File: src/rtl/logic_unit_pipe.sv
// Registered WIDTH-bit bitwise logic unit with valid/ready handshake, accumulate
// (chain) mode that feeds out_y back as operand B, result flags and a saturating beat counter.
module logic_unit_pipe #(
    parameter int WIDTH = 8,
    parameter int CNT_W = 8
) (
    input  logic             clk,
    input  logic             rst_n,
    input  logic             in_valid,
    output logic             in_ready,
    input  logic [WIDTH-1:0] in_a,
    input  logic [WIDTH-1:0] in_b,
    input  logic [3:0]       in_op,
    output logic             out_valid,
    input  logic             out_ready,
    output logic [WIDTH-1:0] out_y,
    output logic             out_zero,
    output logic             out_ones,
    output logic [CNT_W-1:0] count
);

    // Handshake: a beat transfers on an edge where valid && ready are both high;
    // the offering side holds its data stable until that edge. Single-stage pipe,
    // so a drain frees the slot for an accept on the same edge.
    logic [WIDTH-1:0] r_y;
    logic             r_valid;
    logic [CNT_W-1:0] r_count;

    logic             w_accept;
    logic [WIDTH-1:0] w_b;
    logic [WIDTH-1:0] w_f;

    assign in_ready = !r_valid || out_ready;
    assign w_accept = in_valid && in_ready;

    // Chained beats use the current result register as the accumulator.
    assign w_b = in_op[3] ? r_y : in_b;

    always_comb begin
        w_f = '0;
        case (in_op[2:0])
            3'd0: w_f = in_a & w_b;
            3'd1: w_f = ~(in_a & w_b);
            3'd2: w_f = in_a | w_b;
            3'd3: w_f = ~(in_a | w_b);
            3'd4: w_f = in_a ^ w_b;
            3'd5: w_f = ~(in_a ^ w_b);
            3'd6: w_f = ~in_a;
            3'd7: w_f = in_a;
            default: w_f = '0;
        endcase
    end

    always_ff @(posedge clk or negedge rst_n) begin
        if (!rst_n) begin
            r_y     <= '0;
            r_valid <= 1'b0;
            r_count <= '0;
        end else if (w_accept) begin
            r_y     <= w_f;
            r_valid <= 1'b1;
            if (r_count != {CNT_W{1'b1}}) begin
                r_count <= r_count + 1'b1;
            end
        end else if (r_valid && out_ready) begin
            // out_y is retained so a later chained beat still sees it.
            r_valid <= 1'b0;
        end
    end

    assign out_y     = r_y;
    assign out_valid = r_valid;
    assign count     = r_count;
    assign out_zero  = (r_y == '0);
    assign out_ones  = (r_y == {WIDTH{1'b1}});

endmodule
File: config.mk
export PLATFORM = sky130hd
export DESIGN_NAME = logic_unit_pipe
export DESIGN_NICKNAME = d
export VERILOG_FILES = /design/src/rtl/logic_unit_pipe.sv
export SDC_FILE = /design/constraint.sdc
export NUM_CORES = 1
export LEC_CHECK = 0
export BUFFER_PORTS_ARGS = -buffer_cell sky130_fd_sc_hd__buf_2
export CAP_MARGIN = 25
export CORE_MARGIN = 4
export CORE_UTILIZATION = 51
export DETAILED_ROUTE_END_ITERATION = 16
export PLACE_DENSITY = 0.79
export SYNTH_ARGS = -nofsm -noshare
export SYNTH_HDL_FRONTEND = slang
export SYNTH_SLANG_ARGS = --single-unit
File: constraint.sdc
create_clock -name clk -period 1.82 [get_ports clk]
set_clock_uncertainty 0.05 [all_clocks]
set_input_delay 0.091 -clock clk [delete_from_list [all_inputs] [get_ports clk]]
set_output_delay 0.091 -clock clk [all_outputs]
set_load 0.005 [all_outputs]
== Yosys cells after proc, flatten, opt, wreduce, memory -nomap -nowiden ==
Cells that the tools add are included.

* Bits in registers: 17
* Bits of input ports: 24
* Word-level logic and storage cells: 32

* Add/sub/neg operators: 1
* Equal/unequal tests: 9
* Mux-type cells: 4
* Bitwise operators: 7
* Reduce and logical (&&, ||, !) cells: 8

{| class="wikitable"
|+ Operators by type and width
! cell !! number
|-
| $pmux W8 S8 || 1
|-
| $not A8 Y8 || 4
|-
| $eq A3 B3 Y1 const B || 4
|-
| $add A8 B1 Y8 const B || 1
|-
| $and A8 B8 Y8 || 1
|-
| $eq A8 B8 Y1 const B || 1
|-
| $logic_not A8 Y1 || 1
|-
| $mux W8 || 1
|-
| $ne A8 B8 Y1 const B || 1
|-
| $or A8 B8 Y8 || 1
|-
| $xor A8 B8 Y8 || 1
|-
| $eq A3 B2 Y1 const B || 2
|-
| $eq A3 B1 Y1 const B || 1
|-
| $logic_not A3 Y1 || 1
|-
| $logic_and A1 B1 Y1 || 2
|-
| $mux W1 || 2
|-
| $reduce_and A2 Y1 || 1
|-
| $reduce_bool A2 Y1 || 1
|-
| $logic_not A1 Y1 || 1
|-
| $logic_or A1 B1 Y1 || 1
|}

== Longest topological paths before layout ==
Gate-level depths: netlist of run 1.

* Word-level depth: 4
* Mapped depth: 8
* Mapped depth without buffers: 7

== Worst setup path before layout of run 1 ==
Ideal clock, no wire load.

* Path kind: register -> register
* Start: reg r_y[1] (netlist: out_y[1])
* End: reg r_y[1] (netlist: out_y[1])
* Arrival time: 1.477 ns
* Required time: 1.638 ns
* Setup slack: 0.161 ns
* Cell stages (with the launch flop): 6
* Period minus slack after synthesis: 1.659 ns
* Cells stage by stage: dfrtp_1 mux2i_1 ha_1 mux4_2 xnor2_1 o21ai_1

* Longest elaborated chain between the ends: 4
* Elaborated cells between the ends (all ways): 8
* Classes of those cells: mux (2); bitwise (6)

{| class="wikitable"
|+ Ends and longest elaborated chain
! item !! line !! source
|-
| from (decl) || 25 || <nowiki>logic [WIDTH-1:0] r_y;</nowiki>
|-
| from (signal assigned) || 60 || <nowiki>r_y <= w_f;</nowiki>
|-
| $mux W8 (*) || 37 || <nowiki>assign w_b = in_op[3] ? r_y : in_b;</nowiki>
|-
| $xor A8 B8 Y8 (tied with other cells) || 46, 47 ||
|-
| $not A8 Y8 (on tied branches) || 47, 43, 45 ||
|-
| $pmux W8 S8 (*) || 41 || <nowiki>case (in_op[2:0])</nowiki>
|}

Mark *: on every way between the ends. The rest lies on a longest branch, timed or not.
A chain may end at the register's enable or synchronous reset.

== Worst setup path in the final report of run 1 ==
* Start: reg r_y[7] (netlist: out_y[7])
* End: reg r_y[7] (netlist: out_y[7])

Same word-level chain as after synthesis.

==> results of run 1 <==
==> placed cells by master (no fill, tap or decap), types with 2 or more instances in the layout <==
cell type      count
ha_2               2
nor2_1             2
buf_2             43
xnor2_1            7
mux2_2             3
nand2_1           12
clkbuf_4           3
a211oi_1           2
nor3_1             2
nand2b_1           3
inv_1             25
mux4_2             7
dlygate4sd3_1      2
o21ai_1            8
ha_1              15
mux2i_1            8
nand4_1            6
mux2i_2            4
xor2_1             2
dfrtp_1           16
or4_4              2
a21oi_1            3
and3_1             2
buf_4              7
==> how the worst max path moves through the flow <==
stage                   from       end  slack (ps)  depth (start not counted)
floorplan           out_y[1]  out_y[1]         160                          5
global route        out_y[6]  out_y[6]         -70                          5
CTS                 out_y[7]  out_zero        -0.9                          4
detailed placement  in_op[3]  out_y[7]         -30                          6
global placement    in_op[3]  out_y[4]          90                          6
finish              out_y[7]  out_y[7]          50                          5
==> state kept, by name, indices dropped and copies added (netlist names) <==
signal and cells:
out_valid 1, out_y 8, count 8
==> layer usage <==
layer | vias to the layer above | global-route usage (%) | share of wire (%)
met3 | 0 | 3.35 | 7.0
met5 | - | 0 | 0
met1 | 585 | 21.0 | 42
met4 | 0 | 4.95 | 0
met2 | 44 | 33.4 | 51
li1 | 606 | - | -
==> cell families (layout without fill, tap and decap cells) <==
family                   count (synthesis)  after routing  synth area share [%]
buffers and inverters                   31             81                  9.09
multiplexers                            22             22                  21.6
flip-flops                              17             17                  29.4
AO/OA/AOI/OAI                           14             14                  5.45
XOR/XNOR                                10             10                  6.06
AND/OR/NAND/NOR                         36             36                  13.7
adder cells (fa/ha/maj)                 17             17                  14.7
==> layout make-up <==
cell class,count,share of cell area [%]
Inverter,25,5.20
Timing Repair Buffer,52,15.9
Tap cell,31,2.15
Multi-Input combinational cell,99,51.6
Clock buffer,4,1.46
Sequential cell,17,23.6
==> per-stage QoR <==
step / hold WS (ps) / instance area, um^2 / cells / TNS (ps) / setup slack [ps]
floorplan: -255 / 1450 / 147 / 0 / 161
global placement: -26.3 / 1700 / 220 / 0 / 91.4
detailed placement: -17.4 / 1700 / 220 / -39.4 / -29.0
CTS: 30.6 / 1750 / 226 / -0.944 / -0.944
global route: 35.5 / 1810 / 228 / -154 / -65.8
finish: 38.5 / 1810 / 228 / 0 / 51.4
==> where the power goes <==
group          switching [mW]  total [mW]  internal, mW
sequential              0.147       0.649         0.501
combinational           0.339       0.739         0.400
clock                   0.114       0.199        0.0850
==> tightest hold or removal path: stages <==
cell,delay [ps]
buf_2,80
nand2b_4,120
nand2b_1,50
==> timing repair <==
item / 4_1_cts / 5_1_grt
endpoints found under the setup margin: 2 / 8
buffers inserted: 0 / 2
pin swaps: 0 / 2
hold buffers: 2 / 0
gates resized for setup: 2 / 12
endpoints found under the hold margin: 18 / 0
==> out/qor.yml, run 1 <==
area_growth_pct: 24.9
hpwl_um: 2540
synth_cell_type_count: 31
synth_edf_count: 0
antenna_found_initial: 0
die_w_um: 61.2
r2r_setup_slack_ps: 50
syn_area_um2: 1450
cts-root-buf: "clkbuf_4"
avgSynthCellArea_um2: 9.83
io_buffers: 43
ys.flop_type: "dfrtp_1"
finalHoldViolCount: 0
yosysWarnings: 0
worst_slew_pin_slew_ps: 457
fp.dieH_um: 61.2
period_share_pct: 97.2
grt_overflow: 0
worstPathArrival_ps: 1880
seq_area_um2: 427
r2r-end: "out_y[7]"
vias: 1235
relSlewSlack_pct: 69.4
clkLatencyLatePin_ps: 280
grt_pass1_wl_um: 5130
rows: 19
htree_num_levels: 1
min_period_ps: 1770
cp_max_fo: 2
syn_inst: 147
synth.top_cells.by_count: "25 x inv_1, 17 x dfrtp_1, 17 x ha_1"
maxCapViolCount: 0
status: "completed"
routed_wl_um: 3150
final_layout_size_suffix_gt1_share_pct: 38.6
synth_most_common_cell: "inv_1"
synth_seq_area_share_pct: 29.4
netlist_top_cells_area: "dfrtp_1 29%, ha_1 15%, mux4_2 11%, mux2i_1 8.3%, inv_1 6.5%"
min_to: "out_valid"
hold_class: "input pin to register"
cts_num_sinks: 17
ys_seq_elements: 17
finalPower_mw: 1.59
synthArstFlopShare_pct: 100
io_pins: 44
worst_path_largest_cell_delay_ps: 470
clockBufferDepth: 2
rr_worst_depth: 5
viasPerCell: 5.42
first_global_vias: 1203
detail-route-antenna-nets: 0
firstDrtPassIters: 4
synth_area_leader_cell: "dfrtp_1"
nFillCells: 212
cp.required_ps: 1930
layout.nets: 239
reg2reg_from: "out_y[7]"
core_um2: 2730
initial_core_util_pct: 52.9
cp_slowest_cell: "mux4_2"
antenna-diode-count: 0
powerDensity_nw_per_um2: 879
final_util_pct: 66.0
worst_setup_path_start_kind: "register"
numCtsBuffers: 3
finalMaxSlewViolations: 0
worstSetupPathType: "register to register"
setup_viol: 0
wl_per_cell_um: 13.8
fmax_ghz: 0.565
critPathBufInv: 0
drc: 0
grtUsageTotal_pct: 18.0
p_leak_nw: 0.955
setup.worst_path.end_class: "register"
holdCritStartpoint: "out_ready"
syn_nets: 188
cts_tree: "built"
multi_input_area_um2: 932
cp_top_family: "multiplexers"
cp_cell_sequence: "mux2i_2, ha_1, mux4_2, xnor2_1, o21ai_1"
synth_top_area_share_pct: 29.4
initialDrtViolationCount: 48
gp_congestion: 0.768
dieArea_um2: 3750
path_clk_slew_ps: 100
grt_max_degree: 18
hold_depth: 3
rsz0062_at_grt: "true"
peakVddDrop_v: 0.000672
Power figures use the tool's default switching activity.
==> inputs of run 2 (changes only) <==
--- a/config.mk
+++ b/config.mk
@@ -8,9 +8,8 @@
 export BUFFER_PORTS_ARGS = -buffer_cell sky130_fd_sc_hd__buf_2
 export CAP_MARGIN = 25
 export CORE_MARGIN = 4
-export CORE_UTILIZATION = 51
+export CORE_UTILIZATION = 30
 export DETAILED_ROUTE_END_ITERATION = 16
-export PLACE_DENSITY = 0.79
 export SYNTH_ARGS = -nofsm -noshare
 export SYNTH_HDL_FRONTEND = slang
 export SYNTH_SLANG_ARGS = --single-unit
==> run 2 against run 1 <==
Non-clock buffer count increased by 2. Wire length grew 2.2%. Sequential share of layout area down 0.56 points. Via count down 4.3%. First-iteration DRC count is 2.1% higher. Cell area rose by 2.1%. Power increased by 5.3%. Final cell count up 10%. Fmax up 2.8%. Register-to-register slack improved by 50 ps. Worst hold slack got worse by 28 ps. Setup slack improved by 48 ps. Critical path type unchanged. Largest power group unchanged.
==> out/qor.yml, run 2 (synthesis gave the netlist of run 1 again) <==
htree_num_levels: 1
r2r_setup_slack_ps: 100
path_clk_slew_ps: 70
finalHoldViolCount: 0
status: "completed"
grt_pass1_wl_um: 5370
final_cell_mix: "43 x buf_2, 25 x inv_1, 17 x dfrtp_1"
rows: 24
antenna-diode-count: 0
cp.required_ps: 1950
fmax_ghz: 0.581
cp_max_fo: 2
place_area_um2: 1760
crit_start: "out_y[1]"
reg2reg_from: "out_y[1]"
cts_num_sinks: 17
hold_class: "input pin to register"
cts_setup_buffers: 0
initial_core_util_pct: 32.1
initialDrtViolationCount: 49
setup.worst_path.end_class: "register"
vias: 1182
peakVddDrop_v: 0.000352
final_common_cell: "buf_2"
relSlewSlack_pct: 65.8
die_w_um: 77.4
cp_cell_sequence: "mux2i_1, ha_1, mux4_2, xnor2_2, o21ai_1"
grt_max_degree: 18
first_global_vias: 1140
grtUsageTotal_pct: 11.2
cp_slowest_cell: "mux4_2"
dieArea_um2: 5990
min_period_ps: 1720
stdcell_count: 251
viasPerCell: 4.71
routed_wl_um: 3220
worstSetupEndpoint: "out_y[1]"
grt_overflow: 0
antenna_found_initial: 0
worst_path_largest_cell_delay_ps: 480
detail-route-antenna-nets: 0
drc: 0
maxCapViolCount: 0
hpwl_um: 2570
p_leak_nw: 0.984
worst_slew_pin_slew_ps: 512
r2r-end: "out_y[1]"
clkLatencyLatePin_ps: 250
core_um2: 4500
worstSetupPathType: "register to register"
final_layout_size_suffix_gt1_share_pct: 36.7
rsz0062_at_grt: "true"
period_share_pct: 94.5
firstDrtPassIters: 4
setup_viol: 0
stdcell_area_um2: 1840
dp.cells: 246
wl_per_cell_um: 12.8
cts_tree: "built"
worstPathArrival_ps: 1850
numCtsBuffers: 3
gp_congestion: 0.752
cts-root-buf: "clkbuf_8"
finalMaxSlewViolations: 0
worst_setup_path_start_kind: "register"
layout.nets: 241
clockBufferDepth: 2
tns_ps: 0
powerDensity_nw_per_um2: 906
area_growth_pct: 27.6
io_pins: 44
fp.dieH_um: 77.4
io_buffers: 43
rr_worst_depth: 5
[run 2: cell count changes in the layout (fill, tap and decap cells not counted), sizes merged]
cell,delta
buf,+3
clkbuf,-1
clkinv,+1
dlygate4sd3,-1
[run 2: worst min path at each step]
stage                     startpoint        end  slack (ps)  depth (start not counted)
after floorplan                rst_n   count[0]        -250                          0
after global placement         rst_n   count[3]         -10                          1
after detailed placement       rst_n  out_valid      -0.007                          1
after CTS                   in_valid  out_valid           4                          2
after global routing        in_valid  out_valid          10                          2
final                       in_valid  out_valid          10                          2
[run 2: routing by layer]
metal | part of all wire (%) | up-vias | GRT usage, %
met1 | 46 | 537 | 14.4
met3 | 6.4 | 2 | 3.70
met2 | 47 | 37 | 18.6
li1 | - | 606 | -
met5 | 0 | - | 0
met4 | 0.65 | 0 | 1.78
[run 2: area by class of cell]
class                      instances  area (um^2)
sequential                        17          425
fill                             451         2660
clock inverter                     1         5.00
inverter                          25         93.8
clock buffer                       3         41.3
timing repair buffer              54          300
multi-input combinational         99          913
tap                               52         65.1
[run 2: power by group]
group          internal, mW  leakage [nW]  switching, mW
registers             0.501         0.206          0.124
logic                 0.414         0.753          0.344
clock network         0.152        0.0255          0.137
total                  1.07         0.984          0.605
[run 2: critical path: cells and delay by family (launching register included)]
family	cells	cell delay (ps)
flip-flops	1	390
AO/OA/AOI/OAI	1	130
XOR/XNOR	1	140
multiplexers	2	670
adder cells (fa/ha/maj)	1	260
[run 2: per-stage QoR]
step	hold WS (ps)	total power [mW]	setup WS [ps]	utilization [%]
3_3_place_gp	-10.8	1.37	41.7	39.1
3_5_place_dp	-0.00683	1.39	20.4	39.1
4_1_cts	3.59	1.69	83.2	40.4
2_1_floorplan	-255	1.04	161	-
6_report	10.3	1.67	99.5	40.9
5_1_grt	10.7	1.82	-4.76	40.9
[run 2: repair_timing]
action | CTS | global route
resized for setup | 0 | 5
hold buffers | 1 | 0
hold endpoints to repair | 17 | 0
endpoints found under the setup margin | 0 | 4
